==> src/rtl/program_loader_if.sv <==
// Byte-input, memory-write and status signals between the program loader and its neighbours.
// The loader sits on the slave side; the UART/fetch/pipeline environment is the master.
interface program_loader_if #(
    parameter int unsigned NBITS  = 32,
    parameter int unsigned ADDR_W = 10
);
    logic [7:0]        i_rx_data;
    logic              i_rx_valid;
    logic              i_start;
    logic              o_inst_mem_wr_en;
    logic [ADDR_W-1:0] o_inst_mem_addr;
    logic [NBITS-1:0]  o_inst_mem_data;
    logic              o_cpu_en;
    logic              o_busy;
    logic [ADDR_W:0]   o_word_count;
    logic              o_overflow;

    modport slave (
        input  i_rx_data, i_rx_valid, i_start,
        output o_inst_mem_wr_en, o_inst_mem_addr, o_inst_mem_data,
        output o_cpu_en, o_busy, o_word_count, o_overflow
    );

    modport master (
        output i_rx_data, i_rx_valid, i_start,
        input  o_inst_mem_wr_en, o_inst_mem_addr, o_inst_mem_data,
        input  o_cpu_en, o_busy, o_word_count, o_overflow
    );
endinterface

==> src/rtl/program_loader.sv <==
// Assembles UART bytes little-endian into instruction words, writes them sequentially into
// instruction memory, and releases the CPU once the HALT word has been stored.
module program_loader #(
    parameter int unsigned     NBITS     = 32,
    parameter int unsigned     ADDR_W    = 10,
    parameter logic [NBITS-1:0] HALT_WORD = {NBITS{1'b1}}
) (
    input  logic             i_clk,
    input  logic             i_rst,
    program_loader_if.slave  bus
);

    localparam int unsigned       NBytes   = NBITS / 8;
    localparam int unsigned       ByteW    = (NBytes > 1) ? $clog2(NBytes) : 1;
    localparam logic [ByteW-1:0]  LastByte = ByteW'(NBytes - 1);
    localparam logic [ADDR_W-1:0] LastAddr = '1;

    typedef enum logic [2:0] {StIdle, StLoad, StWrite, StDone, StError} state_e;

    state_e            state_q, state_d;
    logic [ByteW-1:0]  byte_cnt_q, byte_cnt_d;
    logic [NBITS-1:0]  asm_q, asm_d;
    logic [ADDR_W:0]   count_q, count_d;
    logic              wr_en_q, wr_en_d;
    logic [ADDR_W-1:0] addr_q, addr_d;
    logic [NBITS-1:0]  data_q, data_d;
    logic              cpu_en_q, cpu_en_d;
    logic              busy_q, busy_d;
    logic              overflow_q, overflow_d;
    logic              byte_ok;
    logic              word_done;

    always_comb begin
        state_d    = state_q;
        byte_cnt_d = byte_cnt_q;
        asm_d      = asm_q;
        count_d    = count_q;
        wr_en_d    = 1'b0;
        addr_d     = addr_q;
        data_d     = data_q;

        // Bytes are accepted in WRITE too, so back-to-back words never lose a byte.
        byte_ok   = bus.i_rx_valid && (state_q == StLoad || state_q == StWrite);
        word_done = byte_ok && (byte_cnt_q == LastByte);

        if (byte_ok) begin
            asm_d      = {bus.i_rx_data, asm_q[NBITS-1:8]};
            byte_cnt_d = word_done ? '0 : byte_cnt_q + 1'b1;
        end

        unique case (state_q)
            StIdle, StDone, StError: begin
                if (bus.i_start) begin
                    state_d    = StLoad;
                    count_d    = '0;
                    byte_cnt_d = '0;
                end
            end
            StLoad: begin
                if (word_done) begin
                    state_d = StWrite;
                    wr_en_d = 1'b1;
                    addr_d  = count_q[ADDR_W-1:0];
                    data_d  = {bus.i_rx_data, asm_q[NBITS-1:8]};
                end
            end
            StWrite: begin
                count_d = count_q + 1'b1;
                // HALT takes priority so a HALT in the last slot still counts as a clean load.
                if (data_q == HALT_WORD) begin
                    state_d = StDone;
                end else if (addr_q == LastAddr) begin
                    state_d = StError;
                end else begin
                    state_d = StLoad;
                end
            end
            default: state_d = StIdle;
        endcase

        busy_d     = (state_d == StLoad) || (state_d == StWrite);
        cpu_en_d   = (state_d == StDone);
        overflow_d = (state_d == StError);
    end

    always_ff @(posedge i_clk) begin
        if (i_rst) begin
            state_q    <= StIdle;
            byte_cnt_q <= '0;
            asm_q      <= '0;
            count_q    <= '0;
            wr_en_q    <= 1'b0;
            addr_q     <= '0;
            data_q     <= '0;
            cpu_en_q   <= 1'b0;
            busy_q     <= 1'b0;
            overflow_q <= 1'b0;
        end else begin
            state_q    <= state_d;
            byte_cnt_q <= byte_cnt_d;
            asm_q      <= asm_d;
            count_q    <= count_d;
            wr_en_q    <= wr_en_d;
            addr_q     <= addr_d;
            data_q     <= data_d;
            cpu_en_q   <= cpu_en_d;
            busy_q     <= busy_d;
            overflow_q <= overflow_d;
        end
    end

    assign bus.o_inst_mem_wr_en = wr_en_q;
    assign bus.o_inst_mem_addr  = addr_q;
    assign bus.o_inst_mem_data  = data_q;
    assign bus.o_cpu_en         = cpu_en_q;
    assign bus.o_busy           = busy_q;
    assign bus.o_word_count     = count_q;
    assign bus.o_overflow       = overflow_q;

endmodule
==> src/flat_wrapper.sv <==
// flat-port wrapper written by rule: the top's interface ports become plain ports
module program_loader_flat 
#(
    parameter int unsigned     NBITS     = 32,
    parameter int unsigned     ADDR_W    = 10,
    parameter logic [NBITS-1:0] HALT_WORD = {NBITS{1'b1}}
)
  (i_clk, i_rst, bus_i_rx_data, bus_i_rx_valid, bus_i_start, bus_o_inst_mem_wr_en, bus_o_inst_mem_addr, bus_o_inst_mem_data, bus_o_cpu_en, bus_o_busy, bus_o_word_count, bus_o_overflow);
  program_loader_if #(.NBITS(NBITS), .ADDR_W(ADDR_W)) bus_i ();
  input  logic i_clk;
  input  logic i_rst;
  input wire logic [$bits(bus_i.i_rx_data)-1:0] bus_i_rx_data;
  input wire logic [$bits(bus_i.i_rx_valid)-1:0] bus_i_rx_valid;
  input wire logic [$bits(bus_i.i_start)-1:0] bus_i_start;
  output wire logic [$bits(bus_i.o_inst_mem_wr_en)-1:0] bus_o_inst_mem_wr_en;
  output wire logic [$bits(bus_i.o_inst_mem_addr)-1:0] bus_o_inst_mem_addr;
  output wire logic [$bits(bus_i.o_inst_mem_data)-1:0] bus_o_inst_mem_data;
  output wire logic [$bits(bus_i.o_cpu_en)-1:0] bus_o_cpu_en;
  output wire logic [$bits(bus_i.o_busy)-1:0] bus_o_busy;
  output wire logic [$bits(bus_i.o_word_count)-1:0] bus_o_word_count;
  output wire logic [$bits(bus_i.o_overflow)-1:0] bus_o_overflow;
  assign bus_i.i_rx_data = bus_i_rx_data;
  assign bus_i.i_rx_valid = bus_i_rx_valid;
  assign bus_i.i_start = bus_i_start;
  assign bus_o_inst_mem_wr_en = bus_i.o_inst_mem_wr_en;
  assign bus_o_inst_mem_addr = bus_i.o_inst_mem_addr;
  assign bus_o_inst_mem_data = bus_i.o_inst_mem_data;
  assign bus_o_cpu_en = bus_i.o_cpu_en;
  assign bus_o_busy = bus_i.o_busy;
  assign bus_o_word_count = bus_i.o_word_count;
  assign bus_o_overflow = bus_i.o_overflow;
  program_loader #(.NBITS(NBITS), .ADDR_W(ADDR_W), .HALT_WORD(HALT_WORD)) u_core (.i_clk(i_clk), .i_rst(i_rst), .bus(bus_i));
endmodule
==> config.mk <==
export PLATFORM = sky130hd
export DESIGN_NAME = program_loader_flat
export DESIGN_NICKNAME = d
export VERILOG_FILES = /design/src/rtl/program_loader_if.sv /design/src/rtl/program_loader.sv /design/src/flat_wrapper.sv
export SDC_FILE = /design/constraint.sdc
export NUM_CORES = 1
export LEC_CHECK = 0
export ABC_CLOCK_PERIOD_IN_PS = 2500
export CORE_MARGIN = 2
export CORE_UTILIZATION = 54
export DETAILED_ROUTE_END_ITERATION = 8
export PLACE_DENSITY = 0.83
export SYNTH_ARGS = -nofsm -noshare
export SYNTH_HDL_FRONTEND = slang
export SYNTH_SLANG_ARGS = --single-unit
==> constraint.sdc <==
create_clock -name i_clk -period 2.5 [get_ports i_clk]
set_input_delay 0.75 -clock i_clk [delete_from_list [all_inputs] [get_ports i_clk]]
set_output_delay 0.75 -clock i_clk [all_outputs]
set_load 0.05 [all_outputs]
==> flow_metrics.env, run 1 <==
export IMPL_arrival_ns=1.67
export IMPL_finalHoldViolations=0
export IMPL_path_buf_inv=1
export IMPL_numClockSinks=86
export IMPL_rrSetupSlack_ns=0.47
export IMPL_cap_violations=0
export IMPL_synthArstFlopShare_pct=0
export IMPL_nNetsFinal=493
export IMPL_worst_pin_slew_ns=0.664
export IMPL_rows=28
export IMPL_power_density_mw_per_mm2=613
export IMPL_wire_per_inst_um=14.1
export IMPL_fp_dieW_um=83.1
export IMPL_vias_per_cell=5.55
export IMPL_grt_overflow_total=0
export IMPL_ios=69
export IMPL_cp_start_kind="flip-flop"
export IMPL_min_path_cells=2
export IMPL_route_antenna_remaining_nets=0
export IMPL_grt_max_degree=65
export IMPL_status="finished clean"
export IMPL_worst_setup_path_end_kind="output pin"
export IMPL_ir_drop_uv=418
export IMPL_post_cts_repair_setup_buffers=0
export IMPL_min_period_ns=2.42
export IMPL_grt_util_all_layers_pct=23.3
export IMPL_grt_pass1_vias=2850
export IMPL_cts_tree="built"
export IMPL_synth_area_leaders="dfxtp_1 51%, nand2_1 16%, a21oi_1 10%, nand4_1 2.2%, clkbuf_1 1.8%"
export IMPL_grt_pass1_wl_um=13400
export IMPL_hold_class="reg2reg"
export IMPL_antenna_cells=0
export IMPL_yosys_register_bits=86
export IMPL_clkLatencyLatePin_ns=0.35
export IMPL_hold_buffers=0
export IMPL_synth_area_mm2=0.00337
export IMPL_syn_mean_instance_area_um2=8.07
export IMPL_cts_buffers=9
export IMPL_p_leak_nw=1.41
export IMPL_clk_pin_slew_ns=0.08
export IMPL_portBuffers=68
export IMPL_cp_required_ns=1.75
export IMPL_place_area_mm2=0.00411
export IMPL_fin_ws_ns=0.0782
export IMPL_synth_most_common_cell="nand2_1"
export IMPL_crit_chain="clkdlybuf4s50_1"
export IMPL_dpl_hpwl_um=5280
export IMPL_die_h_um=83.1
export IMPL_yosysSeqAreaShare_pct=51.0
export IMPL_critPathKind="reg2out"
export IMPL_clock_fmax_mhz=413
export IMPL_core_area_mm2=0.00599
export IMPL_antenna_found_initial=0
export IMPL_cp_max_fo=8
export IMPL_timing_rr_start="u_core.state_q[1]"
export IMPL_synth_top_cell_area_share_pct=51.0
export IMPL_finClkSkew_ns=0.0100
export IMPL_wirelength_um=7900
export IMPL_final_cell_area_mm2=0.00436
export IMPL_r2r_cells=4
export IMPL_synthTopCellsByCount="144 x nand2_1, 86 x dfxtp_1, 70 x a21oi_1"
export IMPL_setup_tns_ns=0
export IMPL_worstHoldStart="u_core.asm_q[8]"
export IMPL_worstHoldEndpoint="u_core.bus.o_inst_mem_data[0]"
export IMPL_cpPeakStageDelay_ns=0.86
export IMPL_worstReg2RegEnd="u_core.bus.o_word_count[10]"
export IMPL_drive_above_1_share_pct=7.64
export IMPL_pre_cts_slack_ns=0.107
export IMPL_final_max_slew_viol_count=0
export IMPL_cp_slowest_cell="clkdlybuf4s50_1"
export IMPL_setup_viol=0
export IMPL_cts_resized=0
export IMPL_drtIter0Drc=324
export IMPL_vias=3100
export IMPL_ys_warn_count=0
export IMPL_synth_distinct_cells=43
export IMPL_die_area_mm2=0.00690
export IMPL_syn_instance_count=418
export IMPL_grt_setup_unrepaired="no"
export IMPL_cts_htree_levels=3
export IMPL_drt_pass1_iterations=4
export IMPL_gp_congestion=0.880
export IMPL_cp_top_family="buffers and inverters"
export IMPL_max_slew_margin_pct=55.3
export IMPL_fin_crit_sh_pct=96.9
export IMPL_start_util_pct=56.3
export IMPL_root_buffer="clkbuf_8"
export IMPL_nFillCells=463
export IMPL_cp_depth=1
export IMPL_synth_edf_count=0
export IMPL_drc=0
export IMPL_clockBufferDepth=2
export IMPL_synthFlopType="dfxtp_1"
export IMPL_yosysTopAreaCell="dfxtp_1"
export IMPL_postSynthNetCount=432
export IMPL_syn2layout_area_growth_pct=29.2
through the flow:
stage | total power (W) | hold WS, ns | std cells | util (%)
after detailed placement | 0.00152 | 0.449 | 543 | 68.6
after global routing | 0.00275 | 0.466 | 559 | 72.8
after CTS | 0.00269 | 0.460 | 559 | 72.8
after floorplan | 0.00148 | 0.432 | 418 | -
final | 0.00267 | 0.461 | 559 | 72.8
after global placement | 0.00152 | 0.440 | 543 | 68.6
layout by cell type, fill, tap and decap left out, drive strengths merged, types with 5 or more instances in the layout:
master / count
nand2: 144
dfxtp: 86
a21oi: 70
clkdlybuf4s50: 67
nor2: 13
clkbuf: 13
nand4: 12
buf: 11
nand3: 9
nor3: 5
logic make-up after synthesis:
family          Yosys count  synth area share [%]
simple gates            203                  26.7
compound gates           92                  15.6
flops                    86                  51.0
buf+inv                  29                  4.12
mux                       5                  1.63
fa+ha+maj                 2                 0.741
xor+xnor                  1                 0.260
cell type report:
type	count	area [µm²]	share of cell area, %
Sequential cell	86	1720	39.5
Multi-Input combinational cell	303	1520	34.8
Timing Repair Buffer	78	776	17.8
Clock buffer	13	159	3.64
Tap cell	75	93.8	2.15
Clock inverter	3	90.1	2.07
Inverter	1	3.75	0.0861
layer usage:
metal,up-vias,GRT usage [%],wire length (µm)
met5,-,0,0
met4,0,10.1,165
met3,19,3.68,493
met2,114,36.5,3620
met1,1413,32.0,3630
li1,1554,-,-
sequential cells by signal, indices dropped and copies added (netlist names):
register and flops:
u_core.asm_q 24, u_core.bus.o_inst_mem_data 32, u_core.bus.o_overflow 1, u_core.bus.o_inst_mem_addr 10
u_core.bus.o_cpu_en 1, u_core.bus.o_busy 1, u_core.bus.o_word_count 11, u_core.bus.o_inst_mem_wr_en 1
u_core.byte_cnt_q 2, u_core.state_q 3
where the power goes:
| group | switching (W) | internal [W] | leakage (nW) | total, W |
|---|---|---|---|---|
| logic | 0.0000635 | 0.0000392 | 0.597 | 0.000103 |
| registers | 0.0000101 | 0.00138 | 0.694 | 0.00139 |
| clock network | 0.000463 | 0.000720 | 0.124 | 0.00118 |
worst max path at each step:
| stage | from | to | slack, ns |
|---|---|---|---|
| finish | u_core.bus.o_word_count[6] | bus_o_word_count[6] | 0.08 |
| global route | u_core.bus.o_word_count[7] | bus_o_word_count[7] | 0.03 |
| CTS | u_core.bus.o_word_count[6] | bus_o_word_count[6] | 0.06 |
| detailed placement | bus_i_start | u_core.bus.o_word_count[0] | 0.11 |
| global placement | bus_i_start | u_core.bus.o_word_count[0] | 0.14 |
| floorplan | u_core.bus.o_word_count[1] | u_core.bus.o_word_count[10] | 0.53 |
No activity file was read; power rests on OpenSTA's default activity.
==> run 2: changes to the inputs <==
--- a/config.mk
+++ b/config.mk
@@ -6,7 +6,6 @@
 export NUM_CORES = 1
 export LEC_CHECK = 0
 export ABC_CLOCK_PERIOD_IN_PS = 2500
-export CORE_MARGIN = 2
 export CORE_UTILIZATION = 54
 export DETAILED_ROUTE_END_ITERATION = 8
 export PLACE_DENSITY = 0.83
==> flow_metrics.env, run 2 (synthesis results as in run 1) <==
export IMPL_grt_max_degree=69
export IMPL_final_cell_mix="144 x nand2_1, 86 x dfxtp_1, 70 x a21oi_1, 66 x clkdlybuf4s50_1"
export IMPL_setup_viol=0
export IMPL_critPathLaunch="u_core.bus.o_word_count[7]"
export IMPL_grt_setup_unrepaired="no"
export IMPL_setup_tns_ns=0
export IMPL_p_sw_share_pct=22.9
export IMPL_p_clk_share_pct=39.6
export IMPL_min_path_cells=2
export IMPL_min_period_ns=2.44
export IMPL_rows=28
export IMPL_switchingPower_w=0.000566
export IMPL_p_leak_nw=1.42
export IMPL_cp_start_kind="flip-flop"
export IMPL_largest_register_ffs=32
export IMPL_r2r_cells=4
export IMPL_grt_util_all_layers_pct=26.6
export IMPL_cp_depth=1
export IMPL_drc=0
export IMPL_hold_class="reg2reg"
export IMPL_cap_violations=0
export IMPL_dpl_hpwl_um=5350
export IMPL_die_area_mm2=0.00657
export IMPL_drive_above_1_share_pct=8.04
export IMPL_crit_end="bus_o_word_count[7]"
export IMPL_report_power_total_w=0.00247
export IMPL_power_density_mw_per_mm2=570
export IMPL_fp_dieW_um=81.1
export IMPL_wirelength_um=8160
export IMPL_final_cell_area_mm2=0.00433
export IMPL_ir_drop_uv=515
export IMPL_fin_crit_sh_pct=97.6
export IMPL_ios=69
export IMPL_numClockSinks=86
export IMPL_arrival_ns=1.69
export IMPL_instances_no_fill=560
export IMPL_placedCellCount=544
export IMPL_finClkSkew_ns=0.00995
export IMPL_final_max_slew_viol_count=0
export IMPL_cts_htree_levels=3
export IMPL_clock_fmax_mhz=410
export IMPL_worst_pin_slew_ns=0.800
export IMPL_hold_buffers=0
export IMPL_die_h_um=81.1
export IMPL_grt_pass1_wl_um=13400
export IMPL_vias_per_cell=5.59
export IMPL_cp_max_fo=8
export IMPL_gp_congestion=0.819
export IMPL_clockBufferDepth=2
export IMPL_max_slew_margin_pct=46.2
export IMPL_share_comb_of_total_power_pct=4.2
export IMPL_vias=3132
export IMPL_cts_tree="built"
export IMPL_root_buffer="clkbuf_8"
export IMPL_core_area_mm2=0.00599
export IMPL_worst_setup_path_end_kind="output pin"
export IMPL_antenna_found_initial=0
export IMPL_status="finished clean"
export IMPL_rrSetupSlack_ns=0.48
export IMPL_cp_top_family="buffers and inverters"
export IMPL_clk_pin_slew_ns=0.09
export IMPL_internal_power_w=0.00191
export IMPL_path_buf_inv=1
export IMPL_critPathKind="reg2out"
export IMPL_portBuffers=68
export IMPL_timing_rr_start="u_core.state_q[1]"
export IMPL_nNetsFinal=494
export IMPL_cpPeakStageDelay_ns=0.85
export IMPL_grt_pass1_vias=2891
export IMPL_drtIter0Drc=228
export IMPL_drt_pass1_iterations=4
export IMPL_worstReg2RegEnd="u_core.bus.o_word_count[10]"
export IMPL_route_antenna_remaining_nets=0
export IMPL_place_area_mm2=0.00413
export IMPL_cp_required_ns=1.75
export IMPL_grt_overflow_total=0
export IMPL_crit_chain="clkdlybuf4s50_1"
export IMPL_syn2layout_area_growth_pct=28.4
export IMPL_start_util_pct=56.3
export IMPL_antenna_cells=0
export IMPL_finalHoldViolations=0
export IMPL_power_frac_seq_pct=56.2
export IMPL_cp_slowest_cell="clkdlybuf4s50_1"
export IMPL_cts_buffers=9
export IMPL_layout_commonest_cell="nand2_1"
export IMPL_wire_per_inst_um=14.6
export IMPL_clkLatencyLatePin_ns=0.35
run 2: layout make-up:
cell class | count | area, µm²
Clock buffer | 11 | 141
Inverter | 1 | 3.75
Tap cell | 75 | 93.8
Multi-Input combinational cell | 303 | 1520
Sequential cell | 86 | 1720
Clock inverter | 5 | 58.8
Fill cell | 449 | 1660
Timing Repair Buffer | 79 | 798
run 2: worst min-delay path by stage:
stage / start / to / slack [ns]
6_report: u_core.asm_q[12] / u_core.bus.o_inst_mem_data[4] / 0.46
3_5_place_dp: u_core.asm_q[12] / u_core.bus.o_inst_mem_data[4] / 0.45
2_1_floorplan: u_core.asm_q[8] / u_core.bus.o_inst_mem_data[0] / 0.43
4_1_cts: u_core.asm_q[12] / u_core.bus.o_inst_mem_data[4] / 0.46
5_1_grt: u_core.asm_q[11] / u_core.bus.o_inst_mem_data[3] / 0.49
3_3_place_gp: u_core.asm_q[11] / u_core.bus.o_inst_mem_data[3] / 0.44
run 2: stage by stage:
| step | hold WS (ns) | utilization [%] | setup WS [ns] |
|---|---|---|---|
| after floorplan | 0.432 | - | 0.530 |
| after global placement | 0.442 | 69.0 | 0.147 |
| after detailed placement | 0.446 | 69.0 | 0.137 |
| after CTS | 0.457 | 72.3 | 0.0342 |
| after global routing | 0.492 | 72.3 | 0.00231 |
| final | 0.457 | 72.3 | 0.0609 |
run 2: repair_timing:
| item | CTS | global route |
|---|---|---|
| gates resized for setup | 0 | 1 |
| setup endpoints to repair | 0 | 1 |
| buffers inserted | 0 | 0 |
run 2: power groups by stage:
stage	Combinational (W)	Clock [W]	Sequential, W
after global placement	0.000101	0	0.00142
after CTS	0.000103	0.000988	0.00139
after floorplan	0.0000625	0	0.00142
after global routing	0.000114	0.00103	0.00139
after detailed placement	0.000102	0	0.00142
final	0.000104	0.000980	0.00139
run 2: routing by layer:
layer  routed length [µm]  global-route usage, %  up-vias  share of wire, %
met1                 3750                   36.1     1466                46
met3                  414                   4.61       16               5.1
li1                     -                      -     1547                 -
met4                  158                   11.4        0               1.9
met2                 3830                   41.6      103                47
met5                    0                      0        -                 0
==> run 3: changes to the inputs <==
--- a/config.mk
+++ b/config.mk
@@ -9,6 +9,7 @@
 export CORE_UTILIZATION = 54
 export DETAILED_ROUTE_END_ITERATION = 8
 export PLACE_DENSITY = 0.83
+export SLEW_MARGIN = 25
 export SYNTH_ARGS = -nofsm -noshare
 export SYNTH_HDL_FRONTEND = slang
 export SYNTH_SLANG_ARGS = --single-unit
==> results of run 3 <==
The final DEF is identical to that of run 2; final timing and power are the same.
